<file path="src/rtl/display_pkg.sv">
// Shared constants, payload types and glyph table for the multiplexed
// six-digit seven-segment clock display.
package display_pkg;

    localparam int unsigned NUM_DIGITS = 6;
    localparam int unsigned NUM_FIELDS = 3;

    localparam logic [2:0] DIG_SEC0 = 3'd0;
    localparam logic [2:0] DIG_SEC1 = 3'd1;
    localparam logic [2:0] DIG_MIN0 = 3'd2;
    localparam logic [2:0] DIG_MIN1 = 3'd3;
    localparam logic [2:0] DIG_HR0  = 3'd4;
    localparam logic [2:0] DIG_HR1  = 3'd5;

    localparam logic [1:0] FLD_SEC = 2'd0;
    localparam logic [1:0] FLD_MIN = 2'd1;
    localparam logic [1:0] FLD_HR  = 2'd2;

    localparam logic [6:0] SEG_OFF  = 7'h7F;
    localparam logic [6:0] SEG_DASH = 7'h3F;

    // Pin-level bundle driven by the output register.
    typedef struct packed {
        logic [NUM_DIGITS-1:0] an;
        logic [6:0]            seg;
        logic                  dp;
    } disp_out_t;

    localparam disp_out_t DISP_DARK = '{an: '1, seg: SEG_OFF, dp: 1'b1};

    // Active-low {g,f,e,d,c,b,a}; anything outside 0-9 renders as a dash.
    function automatic logic [6:0] bcd_to_seg(input logic [3:0] bcd);
        logic [6:0] pat;
        case (bcd)
            4'd0:    pat = 7'h40;
            4'd1:    pat = 7'h79;
            4'd2:    pat = 7'h24;
            4'd3:    pat = 7'h30;
            4'd4:    pat = 7'h19;
            4'd5:    pat = 7'h12;
            4'd6:    pat = 7'h02;
            4'd7:    pat = 7'h78;
            4'd8:    pat = 7'h00;
            4'd9:    pat = 7'h10;
            default: pat = SEG_DASH;
        endcase
        return pat;
    endfunction

    function automatic logic [1:0] field_of(input logic [2:0] dig);
        logic [1:0] fld;
        case (dig)
            DIG_SEC0, DIG_SEC1: fld = FLD_SEC;
            DIG_MIN0, DIG_MIN1: fld = FLD_MIN;
            default:            fld = FLD_HR;
        endcase
        return fld;
    endfunction

endpackage

</file>
<file path="src/rtl/seg7_decode.sv">
// Combinational BCD to active-low seven-segment pattern.
module seg7_decode
    import display_pkg::*;
(
    input  logic [3:0] bcd,
    output logic [6:0] seg
);

    always_comb begin
        seg = bcd_to_seg(bcd);
    end

endmodule

</file>
<file path="src/rtl/seg_scan_display.sv">
// Six-digit time-multiplexed seven-segment driver: digit scanning with
// anti-ghost blanking, per-field blink, hour leading-zero blanking and colon.
module seg_scan_display
    import display_pkg::*;
#(
    parameter int unsigned SCAN_DIV  = 100000,
    parameter int unsigned BLINK_DIV = 250,
    parameter int unsigned BLANK_CYC = 16
) (
    input  logic       clk,
    input  logic       sclr,
    input  logic [3:0] sec0,
    input  logic [3:0] sec1,
    input  logic [3:0] min0,
    input  logic [3:0] min1,
    input  logic [3:0] hr0,
    input  logic [3:0] hr1,
    input  logic [2:0] blink,
    input  logic       lz_sup,
    output logic [5:0] an,
    output logic [6:0] seg,
    output logic       dp
);

    localparam int unsigned PW = (SCAN_DIV  > 1) ? $clog2(SCAN_DIV)  : 1;
    localparam int unsigned BW = (BLINK_DIV > 1) ? $clog2(BLINK_DIV) : 1;

    logic [PW-1:0] pcnt;
    logic [2:0]    idx;
    logic [BW-1:0] bcnt;
    logic          phase;
    logic          first;
    logic [3:0]    hold;
    disp_out_t     out_q;

    logic          slot_end_c;
    logic          load_c;
    logic [2:0]    idx_next_c;
    logic [2:0]    src_idx_c;
    logic [3:0]    src_digit_c;
    logic [6:0]    glyph_c;
    logic          lit_c;
    logic          blank_c;
    disp_out_t     out_c;

    // Slot sequencing and digit capture source.
    always_comb begin
        slot_end_c = (pcnt == PW'(SCAN_DIV - 1));
        idx_next_c = (idx == DIG_HR1) ? DIG_SEC0 : idx + 3'd1;
        load_c     = first | slot_end_c;
        src_idx_c  = slot_end_c ? idx_next_c : idx;
    end

    always_comb begin
        case (src_idx_c)
            DIG_SEC0: src_digit_c = sec0;
            DIG_SEC1: src_digit_c = sec1;
            DIG_MIN0: src_digit_c = min0;
            DIG_MIN1: src_digit_c = min1;
            DIG_HR0:  src_digit_c = hr0;
            default:  src_digit_c = hr1;
        endcase
    end

    seg7_decode u_decode (
        .bcd (hold),
        .seg (glyph_c)
    );

    // Next pin state from the held digit; the first cycle after reset stays dark
    // because the holding register has not yet captured digit 0.
    always_comb begin
        out_c   = DISP_DARK;
        lit_c   = (pcnt >= PW'(BLANK_CYC));
        blank_c = (blink[field_of(idx)] && !phase) ||
                  ((idx == DIG_HR1) && lz_sup && (hold == 4'd0));
        if (!first) begin
            if (lit_c) begin
                out_c.an = ~(6'(1) << idx);
            end
            out_c.seg = blank_c ? SEG_OFF : glyph_c;
            out_c.dp  = !(phase && ((idx == DIG_MIN0) || (idx == DIG_HR0)));
        end
    end

    always_ff @(posedge clk or posedge sclr) begin
        if (sclr) begin
            pcnt  <= '0;
            idx   <= DIG_SEC0;
            bcnt  <= '0;
            phase <= 1'b1;
            first <= 1'b1;
            hold  <= '0;
            out_q <= DISP_DARK;
        end else begin
            first <= 1'b0;
            out_q <= out_c;
            if (load_c) begin
                hold <= src_digit_c;
            end
            if (slot_end_c) begin
                pcnt <= '0;
                idx  <= idx_next_c;
                if (bcnt == BW'(BLINK_DIV - 1)) begin
                    bcnt  <= '0;
                    phase <= ~phase;
                end else begin
                    bcnt <= bcnt + BW'(1);
                end
            end else begin
                pcnt <= pcnt + PW'(1);
            end
        end
    end

    assign an  = out_q.an;
    assign seg = out_q.seg;
    assign dp  = out_q.dp;

endmodule

</file>
<file path="config.mk">
export PLATFORM = sky130hd
export DESIGN_NAME = seg_scan_display
export DESIGN_NICKNAME = d
export VERILOG_FILES = /design/src/rtl/display_pkg.sv /design/src/rtl/seg7_decode.sv /design/src/rtl/seg_scan_display.sv
export SDC_FILE = /design/constraint.sdc
export NUM_CORES = 1
export LEC_CHECK = 0
export CAP_MARGIN = 20
export CORE_ASPECT_RATIO = 1.75
export CORE_MARGIN = 2
export CORE_UTILIZATION = 30
export CTS_BUF_LIST = sky130_fd_sc_hd__clkbuf_16
export DETAILED_ROUTE_END_ITERATION = 10
export SLEW_MARGIN = 30
export SYNTH_ARGS = -nofsm -noshare
export SYNTH_HDL_FRONTEND = slang
export SYNTH_SLANG_ARGS = --single-unit
</file>
<file path="constraint.sdc">
create_clock -name clk -period 4.45 [get_ports clk]
set_input_delay 0.445 -clock clk [delete_from_list [all_inputs] [get_ports clk]]
set_output_delay 0.445 -clock clk [all_outputs]
set_load 0.05 [all_outputs]
</file>
# == Yosys cells after proc, flatten, opt, wreduce, memory -nomap -nowiden ==
# Memories as Yosys holds them, arrays and structs flattened.
# Index checks and enable logic that the tools add are counted.
# op_classes
addsub,3
n_lt_le_gt_ge,2
eq_ne,11
shifts,1
n_mux,11
bitwise,3
reduce_logical,14
# op_table
op,n
4-bit case mux with 5 select lines,1
"17-bit by 1-bit adder with 17-bit output, second input constant",1
"17-bit equality test, second input constant",1
"17-bit by 5-bit greater-or-equal comparator with 1-bit output, second input constant",1
17-bit two-way mux,1
14-bit two-way mux,1
"3-bit by 2-bit equality test with 1-bit output, second input constant",4
"3-bit equality test, second input constant",3
"8-bit by 1-bit adder with 8-bit output, second input constant",1
"8-bit equality test, second input constant",1
8-bit two-way mux,1
7-bit two-way mux,1
"3-bit by 1-bit equality test with 1-bit output, second input constant",2
3-bit logical NOT,2
3-bit two-way mux,2
6-bit two-way mux,1
6-bit inverter,1
"1-bit by 3-bit << shifter with 6-bit output, first input constant",1
1-bit logical AND,4
4-bit logical NOT,1
2-bit case mux with 2 select lines,1
2-bit OR reduction,2
"3-bit by 1-bit adder with 3-bit output, second input constant",1
"2-bit by 3-bit < comparator with 1-bit output, second input constant",1
other kinds (7),9
# totals
reg_bits,48
rom_bits,112
in_bits,30
out_inout_bits,14
wordCells,55
mem_count,1
# memory_table
memory,words,width,rd,rd_clocked_by_memory_dff,write_ports,line_no,rtl
(name not given),16,7,1,0,0,display_pkg.sv:34,case (bcd)

# == Logic depth before layout (Yosys ltp) ==
# Gate-level depths: netlist of run 1.
# depth
word_depth,9
mapped_depth,9
ltp_nobuf,8

# == Hierarchy ==
# From an unflattened synthesis of run 1, not the netlist that was laid out.
# hier_totals
hier_cells,282
hier_area_um2,2782.7
# by_module_without_submodules
module,instances,cells_each,area_each_um2,seq_area_each_um2
seg_scan_display,1,251,2542.4,1221.2
seg7_decode,1,31,240.2,0.0

# == Worst setup path after synthesis of run 1 ==
# Ideal clock, no wire load.
# synth_path
path_kind,reg2reg
start,reg pcnt[12]
end,reg hold[0]
setup_time_ps,82
arrival_time_ps,2475
required_ps,4368
slack_ps,1893
path_stages_with_launch,8
path_buffers,1
synth_period_minus_slack_ps,2557
path_cell_list,dfrtp_1 or4_4 or2_4 or3_1 buf_2 or3_1 a221o_1 a31oi_1
# synth_between
elab_chain_cells,4
elab_cells_between_ends,9
classes_between,eq/ne (5); mux (2); bitwise (1); reduce/logical (1)
# synth_rtl
element,line_no,rtl
"start, declared",seg_scan_display.sv:28,logic [PW-1:0] pcnt;
"start signal, assigned",seg_scan_display.sv:111,pcnt <= pcnt + PW'(1);
17-bit equality test (*),seg_scan_display.sv:48,slot_end_c = (pcnt == PW'(SCAN_DIV - 1));
3-bit two-way mux,-,
"3-bit equality test, or another cell as far along",seg_scan_display.sv:55,case (src_idx_c)
4-bit case mux with 5 select lines,seg_scan_display.sv:55,
"end signal, assigned",seg_scan_display.sv:99,hold <= src_digit_c;
"end, declared",seg_scan_display.sv:33,logic [3:0] hold;
# Every way passes the cells marked *; elsewhere a longest branch is shown, timed or not.
# A chain may end at the register's enable or synchronous reset.

# == Final worst setup path of run 1 ==
# layout_path
start,reg idx[2]
end,reg hold[1]
# layout_between
elab_chain_cells,5
elab_cells_between_ends,10
classes_between,add/sub (1); eq/ne (5); mux (3); reduce/logical (1)
# layout_rtl
element,line_no,rtl
"start, declared",seg_scan_display.sv:29,logic [2:0] idx;
"start signal, assigned",seg_scan_display.sv:103,idx <= idx_next_c;
3-bit by 1-bit adder with 3-bit output or 3-bit equality test (tied branches),seg_scan_display.sv:49,idx_next_c = (idx == DIG_HR1) ? DIG_SEC0 : idx + 3'd1;
3-bit two-way mux,seg_scan_display.sv:49,
3-bit two-way mux (*),-,
"3-bit equality test, or another cell as far along",seg_scan_display.sv:55,
4-bit case mux with 5 select lines (*),seg_scan_display.sv:55,
# Marked as above.

==> results of run 1 <==
-- power groups by stage --
| stage | Clock (mW) | Sequential [mW] | Combinational, mW |
|---|---|---|---|
| 5_1_grt | 0.387 | 0.459 | 0.103 |
| 6_report | 0.362 | 0.457 | 0.0942 |
| 3_5_place_dp | 0 | 0.465 | 0.0951 |
| 3_3_place_gp | 0 | 0.465 | 0.0943 |
| 2_1_floorplan | 0 | 0.475 | 0.0367 |
| 4_1_cts | 0.373 | 0.457 | 0.0956 |
-- metrics by stage --
stage	area, sq um	hold WS (ps)
finish	3520	475
global route	3520	512
CTS	3520	484
detailed placement	3380	473
global placement	3380	462
floorplan	2850	438
-- cell families (layout without fill, tap and decap cells) --
logic type,Yosys count,count (layout),share of synthesized area
AOI/OAI and AO/OA,81,81,0.178
xor gates and xnor gates,17,17,0.0522
adders and majority gates,10,10,0.0438
buffers and inverters,33,67,0.0443
DFF,48,48,0.428
muxes,4,4,0.0193
other,1,1,0.00131
and+or+nand+nor,134,134,0.233
-- worst min path at each step --
| stage | to | cells past startpoint |
|---|---|---|
| floorplan | bcnt[7]$_DFFE_PP0N_ | 1 |
| global placement | bcnt[7]$_DFFE_PP0N_ | 1 |
| detailed placement | bcnt[7]$_DFFE_PP0N_ | 1 |
| CTS | bcnt[7]$_DFFE_PP0N_ | 1 |
| global route | pcnt[0]$_DFF_PP0_ | 1 |
| finish | bcnt[7]$_DFFE_PP0N_ | 1 |
-- cell usage in the layout (no fill, tap or decap), types with 5 or more instances in the layout --
cell,netlist,layout
clkdlybuf4s50_1,0,43
nor2b_1,7,7
nor2_1,30,30
and2_1,5,5
a31oi_1,10,10
clkbuf_16,0,5
a21oi_1,18,18
nand4_1,6,6
nand3_1,19,19
dfrtp_1,32,32
xnor2_1,10,10
ha_1,10,10
nand2_1,40,40
o21ai_0,22,22
xor2_1,7,7
inv_1,13,14
o31ai_1,5,5
dfstp_2,16,16
-- worst reg2reg max path: cells and delay by family (launching register included) --
kind / cells / cell delay (ps)
mux: 1 / 460
simple gates: 3 / 280
flops: 1 / 800
fa+ha+maj: 1 / 680
buf+inv: 1 / 440
compound gates: 1 / 170
-- routing by layer --
layer	global-route usage	vias to the layer above	routed length, um
met3	0.0252	11	293
met4	0.0734	0	189
met2	0.278	63	4030
met5	0	-	0
met1	0.150	1192	2810
li1	-	1222	-
-- final cells by class --
type	instances	area share
clock buffer	5	0.0356
clock inverter	3	0.00320
inverter	14	0.0157
multi-input combinational	247	0.428
sequential	48	0.347
tap	122	0.0434
timing repair buffer	45	0.127
-- flip-flops by register name, summed over array words and instances, names as in the netlist --
signal / flops
dp: 1
an: 6
hold: 4
phase: 1
idx: 3
first: 1
bcnt: 8
seg: 7
pcnt: 17
==> flow_summary.json, run 1 <==
{
  "antenna_found_initial": 0,
  "timing.rr.end": "hold[1]$_DFFE_PP0P_",
  "hold_start": "bcnt[7]$_DFFE_PP0N_",
  "dp_hpwl_mm": 5.40,
  "dieArea_sq_um": 10300,
  "crit_family": "flip-flops",
  "powerDensity_nw_per_um2": 260,
  "clock.fmax_ghz": 0.345,
  "die_x_um": 77.7,
  "cpMostUsedCell": "nand2_1",
  "die_y_um": 133,
  "area_delta_synth_final_pct": 23.2,
  "cp.buffers_inverters": 1,
  "seqPwrFrac": 0.501,
  "critical-path-max-stage-delay_ps": 800,
  "numCtsBuffers": 5,
  "yosysMostFrequentCell": "nand2_1",
  "ios": 44,
  "drc": 0,
  "detail-route-antenna-nets": 0,
  "wl_per_cell_um": 15.1,
  "post_cts.repair.setup_buffers": 0,
  "cp_data_arrival_time_ps": 3120,
  "power_switching_share": 0.240,
  "grt_max_degree": 49,
  "dp_slack_ps": 1590,
  "synth_enable_flop_cells": 0,
  "cts_max_path_buffers": 2,
  "min_path_type": "reg2reg",
  "tns_ps": 0,
  "cts_resized": 0,
  "worstPathMaxFanout": 20,
  "p_int_mw": 0.694,
  "r2r_slack_ps": 1550,
  "synth_top_cell_by_area": "dfrtp_1",
  "status": "finished, final reports clean",
  "antennaDiodeCount": 0,
  "ys_ff_latch": 48,
  "clk_pin_slew_ps": 60,
  "grt_pass1_wl_mm": 11.9,
  "num_rows": 47,
  "cts_hold_buf": 0,
  "coreArea_sq_um": 9350,
  "async_reset_ff_frac": 1.00,
  "cp.depth": 7,
  "maxSlewHeadroom": 0.501,
  "multiInputGateArea_sq_um": 1510,
  "initialDrtViolationCount": 200,
  "power_frac_clock": 0.396,
  "finalClockSkew_ps": 6.16,
  "cap_violations": 0,
  "slew_viol_final": 0,
  "critical_path_class": "reg2reg",
  "synth_top_area_share": 0.281,
  "cts_sinks": 48,
  "synthTopCellsByCount": "nand2_1 (40), dfrtp_1 (32), nor2_1 (30)",
  "synthCells": 328,
  "cp.required_ps": 4670,
  "vdd_drop_max_v": 0.000140,
  "vias": 2488,
  "grt_use_total": 0.147,
  "p_comb_frac": 0.103,
  "setup_viol": 0,
  "endpoint_kind": "flop",
  "seq_area_frac_synth": 0.428,
  "cts_htree_levels": 2,
  "ff2ff_path_depth": 7,
  "yosys_most_used_dff": "dfrtp_1",
  "finalHoldViolCount": 0,
  "fin_crit_sh": 0.652,
  "drt_first_pass_iters": 4,
  "ys_top_cells_by_area": "dfrtp_1 (28%), dfstp_2 (15%), nand2_1 (5.3%)",
  "p_sw_mw": 0.219,
  "final.min_clock_period_ps": 2900,
  "r2r-start": "idx[2]$_DFF_PP0_",
  "final_util": 0.376,
  "path_cells": "clkinv_1 > ha_1 > nand2_1 > nand2_1 > nand2_1 > mux4_2 > a31oi_1",
  "syn_nets": 368,
  "layout.cells.non_filler": 484,
  "place.gp.congestion": 0.801,
  "cp-start-kind": "flop",
  "rsz0062_at_grt": "false",
  "drive_gt1_frac": 0.0856,
  "numPortBuffers": 43,
  "p_leak_nw": 1.44,
  "setup_slack_ps": 1550,
  "ys_warn_count": 0,
  "critPathLaunch": "idx[2]$_DFF_PP0_",
  "first_global_vias": 2475,
  "nNetsFinal": 401,
  "avgSynthCellArea_sq_um": 8.70,
  "grt_overflow_total": 0,
  "p_total_mw": 0.913,
  "cp_slowest_cell": "dfrtp_1",
  "clockRootBuffer": "clkbuf_16",
  "ys_types": 50,
  "seqCellArea_sq_um": 1220,
  "crit_end": "hold[1]$_DFFE_PP0P_",
  "insertion_delay_ps": 290,
  "finalWirelength_mm": 7.33,
  "fillerInstances": 936,
  "syn_area_sq_um": 2850,
  "worst_slew_pin_slew_ps": 745,
  "tritoncts": "yes",
  "via_per_inst": 5.14,
  "place_inst": 476,
  "floorplan.initialDensity": 0.305
}
Note: power is estimated with default switching activity, not from simulation.
==> run 2: changes to the inputs <==
Clock period 4.45 ns to 2.5 ns, I/O delays scaled along.
==> flow_summary.json, run 2 (synthesis gave the netlist of run 1 again) <==
{
  "status": "finished, final reports clean",
  "worstPathMaxFanout": 14,
  "multiInputGateArea_sq_um": 1520,
  "cp_slowest_cell": "or4_4",
  "die_x_um": 77.7,
  "dp_hpwl_mm": 5.87,
  "largest_reg_flops": 17,
  "final_common_cell": "clkdlybuf4s50_1",
  "met3_length_um": 314,
  "powerDensity_nw_per_um2": 474,
  "antennaDiodeCount": 0,
  "rsz0062_at_grt": "false",
  "r2r_slack_ps": 100,
  "critical-path-max-stage-delay_ps": 540,
  "worst_slew_pin_slew_ps": 532,
  "post_cts.repair.setup_buffers": 0,
  "met1_length_mm": 2.78,
  "min_path_type": "in2async",
  "numCtsBuffers": 5,
  "die_y_um": 133,
  "vias": 2607,
  "grt_pass1_wl_mm": 13.0,
  "routed.top_layer": "met4",
  "whs_ps": 318,
  "path_cells": "or4_4 > or2_4 > nor3_1 > buf_4 > mux4_2 > a31oi_1",
  "cap_violations": 0,
  "cts_htree_levels": 2,
  "maxSlewHeadroom": 0.645,
  "place.gp.congestion": 0.819,
  "critical_path_class": "reg2reg",
  "drt_first_pass_iters": 4,
  "fin_crit_sh": 0.960,
  "grt_use_total": 0.160,
  "grt_max_degree": 26,
  "met2_length_mm": 4.19,
  "grt_overflow_total": 0,
  "wl_per_cell_um": 15.2,
  "num_rows": 47,
  "final.min_clock_period_ps": 2400,
  "vdd_drop_max_v": 0.000252,
  "detail-route-antenna-nets": 0,
  "insertion_delay_ps": 290,
  "endpoint_kind": "flop",
  "seqCellArea_sq_um": 1220,
  "area_delta_synth_final_pct": 28.8,
  "slew_viol_final": 0,
  "mostFrequentLayoutCells": "clkdlybuf4s50_1 (43), nand2_1 (40), dfrtp_1 (32)",
  "drc": 0,
  "cp-start-kind": "flop",
  "via_per_inst": 5.23,
  "setup_slack_ps": 99.8,
  "coreArea_sq_um": 9350,
  "dp_slack_ps": 92.6,
  "clockRootBuffer": "clkbuf_16",
  "fillerInstances": 931,
  "finalHoldViolCount": 0,
  "finalClockSkew_ps": 4.76,
  "tns_ps": 0,
  "cp_data_arrival_time_ps": 2620,
  "cts_sinks": 48,
  "numPortBuffers": 43,
  "antenna_found_initial": 0,
  "finalWirelength_mm": 7.58,
  "initialDrtViolationCount": 169,
  "layout.cells.non_filler": 498,
  "nNetsFinal": 415,
  "first_global_vias": 2753,
  "cp.required_ps": 2720,
  "tritoncts": "yes",
  "floorplan.initialDensity": 0.305,
  "ios": 44,
  "clock.fmax_ghz": 0.417,
  "drive_gt1_frac": 0.136,
  "p_leak_nw": 1.52,
  "clk_pin_slew_ps": 70,
  "top_register": "pcnt",
  "place_inst": 490,
  "dieArea_sq_um": 10300,
  "cts_max_path_buffers": 2,
  "setup_viol": 0
}
[run 2: power by group]
group,internal (mW),switching (mW)
Clock,0.467,0.293
Combinational,0.0814,0.0878
Sequential,0.797,0.0172
[run 2: repair_timing]
item / CTS / global route
resized for setup: 0 / 4
setup endpoints to repair: 0 / 2
endpoints found under the hold margin: 0 / 0
hold buffers: 0 / 0
[run 2: cell type report]
type / instances / share of cell area
clock buffers: 5 / 0.0340
clock inverters: 3 / 0.0106
inverters: 14 / 0.0143
multi-input cells: 247 / 0.414
flip-flops and latches: 48 / 0.332
well taps: 122 / 0.0415
repair buffers: 59 / 0.153
[run 2: metrics by stage]
step	total power [mW]	utilization	cell area, sq um
4_1_cts	1.76	0.391	3660
6_report	1.74	0.393	3670
3_5_place_dp	1.00	0.374	3500
2_1_floorplan	0.910	-	2860
5_1_grt	1.81	0.393	3670
3_3_place_gp	0.998	0.374	3500
[run 2: layer usage]
layer | global-route usage | vias up
met1 | 0.160 | 1262
met3 | 0.0266 | 17
met5 | 0 | -
li1 | - | 1254
met4 | 0.0972 | 0
met2 | 0.299 | 74
[run 2: worst paths after layout]
path	startpoint	end	depth (start not counted)
min in group clk	bcnt[7]$_DFFE_PP0N_	bcnt[7]$_DFFE_PP0N_	1
worst max register to register	pcnt[12]$_DFF_PP0_	hold[1]$_DFFE_PP0P_	6
worst min-delay path	sclr	hold[2]$_DFFE_PP0P_	2
max in group asynchronous	sclr	an[1]$_DFF_PP1_	3
worst min register to register	bcnt[7]$_DFFE_PP0N_	bcnt[7]$_DFFE_PP0N_	1
worst max-delay path	pcnt[12]$_DFF_PP0_	hold[1]$_DFFE_PP0P_	6
[run 2: critical path: cells and delay by family (launching register included)]
family	cells	cell delay, ps
buffers and inverters	1	240
and+or+nand+nor	3	1020
muxes	1	510
AOI/OAI and AO/OA	1	170
DFF	1	370
